**config.mk**
```make
export PLATFORM = sky130hd
export DESIGN_NAME = qcore_ctrl_pipe
export DESIGN_NICKNAME = d
export VERILOG_FILES = /design/src/rtl/qcore_ctrl_pipe.sv
export SDC_FILE = /design/constraint.sdc
export NUM_CORES = 1
export LEC_CHECK = 0
export CORE_AREA = 2 2 98 100
export DETAILED_ROUTE_END_ITERATION = 12
export DIE_AREA = 0 0 100 102
export GPL_TIMING_DRIVEN = 0
export MAX_ROUTING_LAYER = met4
export PLACE_DENSITY = 0.73
export SYNTH_ARGS = -nofsm -noshare
export SYNTH_HDL_FRONTEND = slang
export SYNTH_SLANG_ARGS = --single-unit
```
**constraint.sdc**
```tcl
create_clock -name clk_i -period 3.5 [get_ports clk_i]
set_input_delay 0.875 -clock clk_i [delete_from_list [all_inputs] [get_ports clk_i]]
set_output_delay 0.875 -clock clk_i [all_outputs]
set_load 0.01 [all_outputs]
```
**src/rtl/qcore_ctrl_pipe.sv**
```systemverilog
// qcore_ctrl_pipe: pipeline-control sequencer for the qcore issue path.
// Owns the RD/X1/X2/WR control-word registers, advances them each cycle and
// inserts zero control words (bubbles) on flush, hazard bubbles and halt.
// Also keeps a saturating stall counter and a consecutive-stall watchdog.
//
// Ports:
//   clk_i, rst_i          clock, asynchronous active-high reset
//   halt_i                freeze every register (counters, watchdog, stages)
//   id_vld_i, id_ctrl_i   ID-stage valid and control word
//   id_ready_o            combinational: ID word accepted this cycle
//   bubble_id_i           hold ID, inject bubble into RD
//   bubble_rd_i           hold ID and RD, inject bubble into X1
//   flush_i               kill RD and the ID instruction
//   rd/x1/x2/wr_ctrl_o    registered stage control words
//   cnt_clr_i             synchronous clear of counters and error flag
//   stall_cnt_o           saturating total stall-cycle count
//   stall_err_o           sticky watchdog error
module qcore_ctrl_pipe #(
    parameter int unsigned CW        = 12,
    parameter int unsigned STALL_MAX = 64
) (
    input  logic          clk_i,
    input  logic          rst_i,
    input  logic          halt_i,
    input  logic          id_vld_i,
    input  logic [CW-1:0] id_ctrl_i,
    output logic          id_ready_o,
    input  logic          bubble_id_i,
    input  logic          bubble_rd_i,
    input  logic          flush_i,
    output logic [CW-1:0] rd_ctrl_o,
    output logic [CW-1:0] x1_ctrl_o,
    output logic [CW-1:0] x2_ctrl_o,
    output logic [CW-1:0] wr_ctrl_o,
    input  logic          cnt_clr_i,
    output logic [15:0]   stall_cnt_o,
    output logic          stall_err_o
);

    localparam int unsigned CNT_W = 16;
    localparam logic [CNT_W-1:0] WD_LIMIT = CNT_W'(STALL_MAX);

    logic [CW-1:0]    rd_d, x1_d, x2_d, wr_d;
    logic [CNT_W-1:0] wd_q, wd_inc, stall_inc;
    logic             stall_c;

    assign id_ready_o = ~halt_i & ~flush_i & ~bubble_rd_i & ~bubble_id_i;
    assign stall_c    = ~halt_i & (bubble_id_i | bubble_rd_i) & ~flush_i;

    // Both counters saturate; the watchdog stops at its limit so a limit of
    // 65535 cannot wrap back to zero.
    assign stall_inc = (stall_cnt_o == '1) ? stall_cnt_o : stall_cnt_o + CNT_W'(1);
    assign wd_inc    = (wd_q == WD_LIMIT)  ? wd_q        : wd_q + CNT_W'(1);

    // Stage next-state: priority flush > bubble_rd > bubble_id > normal issue.
    always_comb begin
        rd_d = rd_ctrl_o;
        x1_d = x1_ctrl_o;
        x2_d = x2_ctrl_o;
        wr_d = wr_ctrl_o;
        if (!halt_i) begin
            wr_d = x2_ctrl_o;
            x2_d = x1_ctrl_o;
            if (flush_i) begin
                x1_d = '0;
                rd_d = '0;
            end else if (bubble_rd_i) begin
                x1_d = '0;
            end else if (bubble_id_i) begin
                x1_d = rd_ctrl_o;
                rd_d = '0;
            end else begin
                x1_d = rd_ctrl_o;
                rd_d = id_vld_i ? id_ctrl_i : '0;
            end
        end
    end

    // Stage registers.
    always_ff @(posedge clk_i or posedge rst_i) begin
        if (rst_i) begin
            rd_ctrl_o <= '0;
            x1_ctrl_o <= '0;
            x2_ctrl_o <= '0;
            wr_ctrl_o <= '0;
        end else begin
            rd_ctrl_o <= rd_d;
            x1_ctrl_o <= x1_d;
            x2_ctrl_o <= x2_d;
            wr_ctrl_o <= wr_d;
        end
    end

    // Stall statistics and watchdog; clear acts even while halted.
    always_ff @(posedge clk_i or posedge rst_i) begin
        if (rst_i) begin
            stall_cnt_o <= '0;
            wd_q        <= '0;
            stall_err_o <= 1'b0;
        end else if (cnt_clr_i) begin
            stall_cnt_o <= '0;
            wd_q        <= '0;
            stall_err_o <= 1'b0;
        end else if (stall_c) begin
            stall_cnt_o <= stall_inc;
            wd_q        <= wd_inc;
            stall_err_o <= stall_err_o | (wd_inc == WD_LIMIT);
        end else if (!halt_i) begin
            wd_q <= '0;
        end
    end

endmodule

```
==> results of run 1 <==
## metal layers
| metal | up-vias | share of wire, % |
|---|---|---|
| met5 | - | 0 |
| met4 | 0 | 0.67 |
| met3 | 4 | 4.5 |
| met2 | 81 | 50 |
| met1 | 1483 | 45 |
| li1 | 1394 | - |
## power groups by stage
stage | combinational, mW | clock, mW | sequential [mW]
floorplan | 0.0580 | 0 | 0.979
global route | 0.146 | 0.860 | 0.960
CTS | 0.134 | 0.815 | 0.958
global placement | 0.128 | 0 | 0.976
finish | 0.132 | 0.798 | 0.958
detailed placement | 0.134 | 0 | 0.977
## registers in the layout (all words and copies together), names as in the netlist
register	flops
rd_ctrl_o	12
stall_cnt_o	16
x2_ctrl_o	12
wr_ctrl_o	12
x1_ctrl_o	12
wd_q	16
stall_err_o	1
## synthesized netlist by cell type, drive strengths merged, types with 3 or more instances
master / count / share of area (%)
nand4: 13 / 2.5
nand2: 18 / 1.8
xnor2: 7 / 1.6
inv: 6 / 0.60
ha: 3 / 0.99
mux2: 24 / 7.1
buf: 12 / 2.2
o31ai: 6 / 1.2
nand3: 14 / 1.9
nor2: 30 / 3.0
dfrtp: 81 / 54
a22o: 24 / 5.6
a21oi: 8 / 1.1
clkbuf: 8 / 0.79
nor3: 8 / 1.3
and3: 9 / 1.5
xor2: 17 / 3.9
o21ai: 20 / 2.6
## final timing paths
kind,to,cells past startpoint
max reg2reg,stall_err_o$_DFFE_PP0P_,6
max,id_ready_o,3
min,wr_ctrl_o[0]$_DFFE_PP0N_,1
min reg2reg,wr_ctrl_o[0]$_DFFE_PP0N_,1
min in group asynchronous,stall_cnt_o[10]$_DFFE_PP0P_,2
max in group asynchronous,wd_q[11]$_DFFE_PP0P_,3
## metrics by stage
step | power [mW] | util (%) | cell area (um^2) | setup WS (ps)
final | 1.89 | 55.3 | 5040 | 209
after global routing | 1.97 | 55.3 | 5040 | 150
after CTS | 1.91 | 55.2 | 5030 | 64.7
after detailed placement | 1.11 | 52.7 | 4800 | 86.2
after global placement | 1.10 | 52.4 | 4770 | -701
after floorplan | 1.04 | - | 3780 | 545
## cells by family after synthesis
group                      count (synthesis)
muxes                                     25
and+or+nand+nor                          106
buffers and inverters                     26
xor gates and xnor gates                  24
AOI/OAI and AO/OA                         68
adders and majority gates                  3
DFF                                       81
## layout make-up
class | instances | area [um^2] | area share [%]
inverter | 6 | 25.0 | 0.497
clock buffer | 9 | 124 | 2.46
clock inverter | 7 | 106 | 2.11
tap | 111 | 139 | 2.76
timing repair buffer | 86 | 878 | 17.4
buffer | 20 | 113 | 2.23
sequential | 81 | 2030 | 40.2
multi-input combinational | 226 | 1630 | 32.3
## worst max-delay path, stage by stage
cell             delay (ps)
clkdlybuf4s50_1         490
nor4_2                  440
clkdlybuf4s50_1         620
==> metrics, run 1 <==
outcome=completed; Worst EP required=approximately 2600 ps; Yosys warning count=0; # DRC=0; CTS Hold Bufs=0; antenna cell count=0; Die Ht=slightly above 100 um; met1 Track Usage GR=between 20 and 30%; Starting Density=roughly 42%; Buffers on Ports=85; clock root buffer master=clkbuf_8; CP Capture Type=output port; cts repair resizes=0; Min-Delay Path Class=reg2reg; Unique masters post-synth=45; worst path arrival time=2420 ps; Global Route met2 Usage=just under 30%; initial antenna violation count=0; gr busiest metal=met2; WL per Instance=between 15 and 20 um; DRT antenna net count=0; Final Hold Slack=510 ps; DRT Wirelength=slightly below 9000 um; sequential power share=50.7%; Die X=100 um; final clock skew=13.5 ps; Worst slew margin=45.5%; DR pass1 iterations=4; pin count of the biggest net entering global routing=72; Final setup viols=0; f_max=0.304 GHz; full die area=10200 um^2; clk slew on worst S/H paths=100 ps; most frequent cells in the layout=clkdlybuf4s50_1 (85), dfrtp_1 (81), nor2_1 (29), a22o_1 (24), mux2_2 (24); # fillers=779; Least-Margin Pin Slew=809 ps; layout cells sized above 1=14.0%; Layout Cells excl Fill=546; number of instances in the placed design=530; XOR/XNOR share of the synthesized area=5.56%; H-tree Lvls=3; Worst-Skew Late Latency=350 ps; final setup TNS=0 ps; first-pass GRT wire length=~15000 um; Clock Tree Buf Depth=2; Pwr Density=375 nW/um^2; RSZ-0062 raised after global routing=no; post-synthesis adder-cell area fraction=0.992%; Clock power frac=42.3%; Max Cap Violations=0; Synth Instances=333; Psw=0.462 mW; Total Routing Usage GR=18.6%; Post-Syn Nets=356; vias in the first global route=2832; grt met3 use=2.67%; Hold Fails Final Rpt=0; number of synthesized flops with an enable pin=0; largest family of logic cells by synthesized area=simple AND/OR/NAND/NOR gates; Yosys reg bits=81; Sw Share=24.5%; DP HPWL=approximately 6400 um; Clock Sinks=81; ys flop type=dfrtp_1; Site Rows=35; GP Congestion=0.841; mux cell area share after synthesis=7.41%; Peak VDD IR=approximately 0.23 mV; DR vias=slightly below 3000; Core Region=9110 um^2; Simple-Gate Fraction of Synth Area=16.3%; setup slack, reg-to-reg=about 1300 ps; kind of critical path=in2out; CTS tree=yes; Area Overhead vs Synth=33.2%; Reg-to-Reg Start=wd_q[0]$_DFFE_PP0P_; fin nets=453; internal power=about 1.4 mW; Synth Area in Compound Gates=12.6%; TritonCTS Buffers=9; DR vias/cell=5.42; sequential fraction of the synthesis area=53.6%; Period minus WS final=roughly 3300 ps; total gr overflow=0; maximum fanout along the worst path=5; Ports=86; setup bufs post-CTS=0; Worst setup SP type=input pin; worst setup path startpoint=halt_i; Logic pwr share=7.0%; asr flop ratio synth=100%; leak pwr=2.21 nW; Avg Cell Area, Syn=between 10 and 15 um^2; Final period util=between 90 and 100%; Max Slew Vio Count=0; Hold Startpoint=wr_ctrl_o[0]$_DFFE_PP0N_; 1st-iter DRT viols=approximately 110; most common cell after layout, fill and taps aside=clkdlybuf4s50_1; mapped cell area=between 3000 and 4000 um^2
Note: power is estimated with default switching activity, not from simulation.
==> run 2, diff against run 1 <==
--- a/config.mk
+++ b/config.mk
@@ -11,6 +11,7 @@
 export GPL_TIMING_DRIVEN = 0
 export MAX_ROUTING_LAYER = met4
 export PLACE_DENSITY = 0.73
+export RECOVER_POWER = 25
 export SYNTH_ARGS = -nofsm -noshare
 export SYNTH_HDL_FRONTEND = slang
 export SYNTH_SLANG_ARGS = --single-unit
==> metrics, run 2 (same netlist as run 1, synthesis figures left out) <==
Worst EP required=2620 ps; most used cell, CP=clkdlybuf4s50_1; CP peak stage delay=620 ps; Clock Tree Buf Depth=2; Clock Sinks=just over 80; DR pass1 iterations=4; f_max=0.304 GHz; Final Hold Slack=510 ps; full die area=10200 um^2; Total Routing Usage GR=a little under a fifth; WL per Instance=about 16 um; Hold Startpoint=wr_ctrl_o[0]$_DFFE_PP0N_; worst setup path startpoint=halt_i; Sw Share=24.5%; Psw=0.462 mW; Hold Crit Endpoint=wr_ctrl_o[0]$_DFFE_PP0N_; sequential power share=50.7%; Area Overhead vs Synth=33.2%; Period minus WS final=about 3300 ps; # DRC=0; vias in the first global route=2832; DRT Wirelength=8860 um; Core Region=9110 um^2; setup slack, reg-to-reg=1280 ps; Pwr Density=about 370 nW/um^2; worst path arrival time=2420 ps; 1st-iter DRT viols=107; GP Congestion=0.841; met1 WL=4000 um; CP Capture Type=output port; clk slew on worst S/H paths=100 ps; Worst-Skew Late Latency=350 ps; Ports=86; Die Ht=about 100 um; Max Cap Violations=0; Worst setup SP type=input pin; slowest CP cell=clkdlybuf4s50_1; most common cell after layout, fill and taps aside=clkdlybuf4s50_1; total gr overflow=0; leak pwr=2.21 nW; cells along the critical path=clkdlybuf4s50_1, nor4_2, clkdlybuf4s50_1; Final setup viols=0; number of instances in the placed design=530; Top Metal Used=met4; Logic pwr share=under 10%; Hold Fails Final Rpt=0; CTS tree=yes; Clock power frac=42.3%; Max Slew Vio Count=0; DR vias=2958; Site Rows=35; antenna cell count=0; biggest regs=stall_cnt_o: 16 flops, wd_q: 16 flops; DP HPWL=between 6000 and 7000 um; RSZ-0062 raised after global routing=no; H-tree Lvls=3; initial antenna violation count=0; Peak VDD IR=0.234 mV; fin nets=453; Worst slew margin=a little under half; internal power=~1.4 mW; metal3 WL=between 300 and 400 um; hold depth=1; layout cells sized above 1=14.0%; RR Endpoint=stall_err_o$_DFFE_PP0P_; Min-Delay Path Class=reg2reg; pin count of the biggest net entering global routing=72; Least-Margin Pin Slew=810 ps; final clock skew=13.5 ps; CTS Hold Bufs=0; outcome=completed; reg2reg path depth=6; first-pass GRT wire length=14600 um; Reg-to-Reg Start=wd_q[0]$_DFFE_PP0P_; maximum fanout along the worst path=5; Layout Cells excl Fill=approximately 550; TritonCTS Buffers=9; DRT antenna net count=0; Starting Density=41.5%; Post-DP Area=4800 um^2; wire length on met2=4410 um; design area=around 5000 um^2; Final period util=94.0%; DR vias/cell=5.42; clock root buffer master=clkbuf_8; most frequent cells in the layout=clkdlybuf4s50_1 (84), dfrtp_1 (81), nor2_1 (29), a22o_1 (24), mux2_2 (24); kind of critical path=in2out; Buffers on Ports=85; Die X=100 um
==> run 2: how the worst max path moves through the flow <==
stage / to / slack (ps) / cells past startpoint
after floorplan: rd_ctrl_o[0]$_DFFE_PP0P_ / 540 / 1
after global placement: wr_ctrl_o[1]$_DFFE_PP0N_ / -700 / 2
after detailed placement: id_ready_o / 90 / 3
after CTS: id_ready_o / 60 / 3
after global routing: id_ready_o / 150 / 3
final: id_ready_o / 210 / 3
==> run 2: through the flow <==
stage          utilization (%)  power [mW]  setup TNS (ps)  setup slack [ps]
2_1_floorplan                -        1.04               0               545
3_3_place_gp              52.4        1.10          -56340              -701
3_5_place_dp              52.7        1.11               0              86.2
4_1_cts                   55.2        1.91               0              64.7
5_1_grt                   55.3        1.97               0               150
6_report                  55.3        1.89               0               209
==> run 2: metal layers <==
layer	global-route usage, %	vias to the layer above
met5	-	-
met1	25.6	1479
met2	28.9	81
li1	-	1394
met4	5.37	0
met3	2.67	4
==> run 2: repair_timing <==
action                     in CTS  in global routing
gates resized for setup         0                  1
setup buffers                   0                  0
setup endpoints to repair       0                  1
==> run 2: layout make-up <==
| cell class | instances | area [um^2] |
|---|---|---|
| fill | 779 | 4070 |
| sequential | 81 | 2030 |
| multi-input combinational | 226 | 1630 |
| timing repair buffer | 86 | 878 |
| tap | 111 | 139 |
| clock buffer | 9 | 124 |
| buffer | 20 | 113 |
| clock inverter | 7 | 106 |
| inverter | 6 | 23.8 |
==> run 2: worst max-delay path, delay by kind of cell <==
| kind | cells | cell delay [ps] |
|---|---|---|
| AND/OR/NAND/NOR | 1 | 440 |
| buffers and inverters | 2 | 1110 |
==> run 2: power by group through the flow <==
stage	clock [mW]	combinational [mW]	sequential, mW
2_1_floorplan	0	0.0580	0.979
4_1_cts	0.815	0.134	0.958
3_5_place_dp	0	0.134	0.977
3_3_place_gp	0	0.128	0.976
5_1_grt	0.860	0.145	0.960
6_report	0.798	0.132	0.958
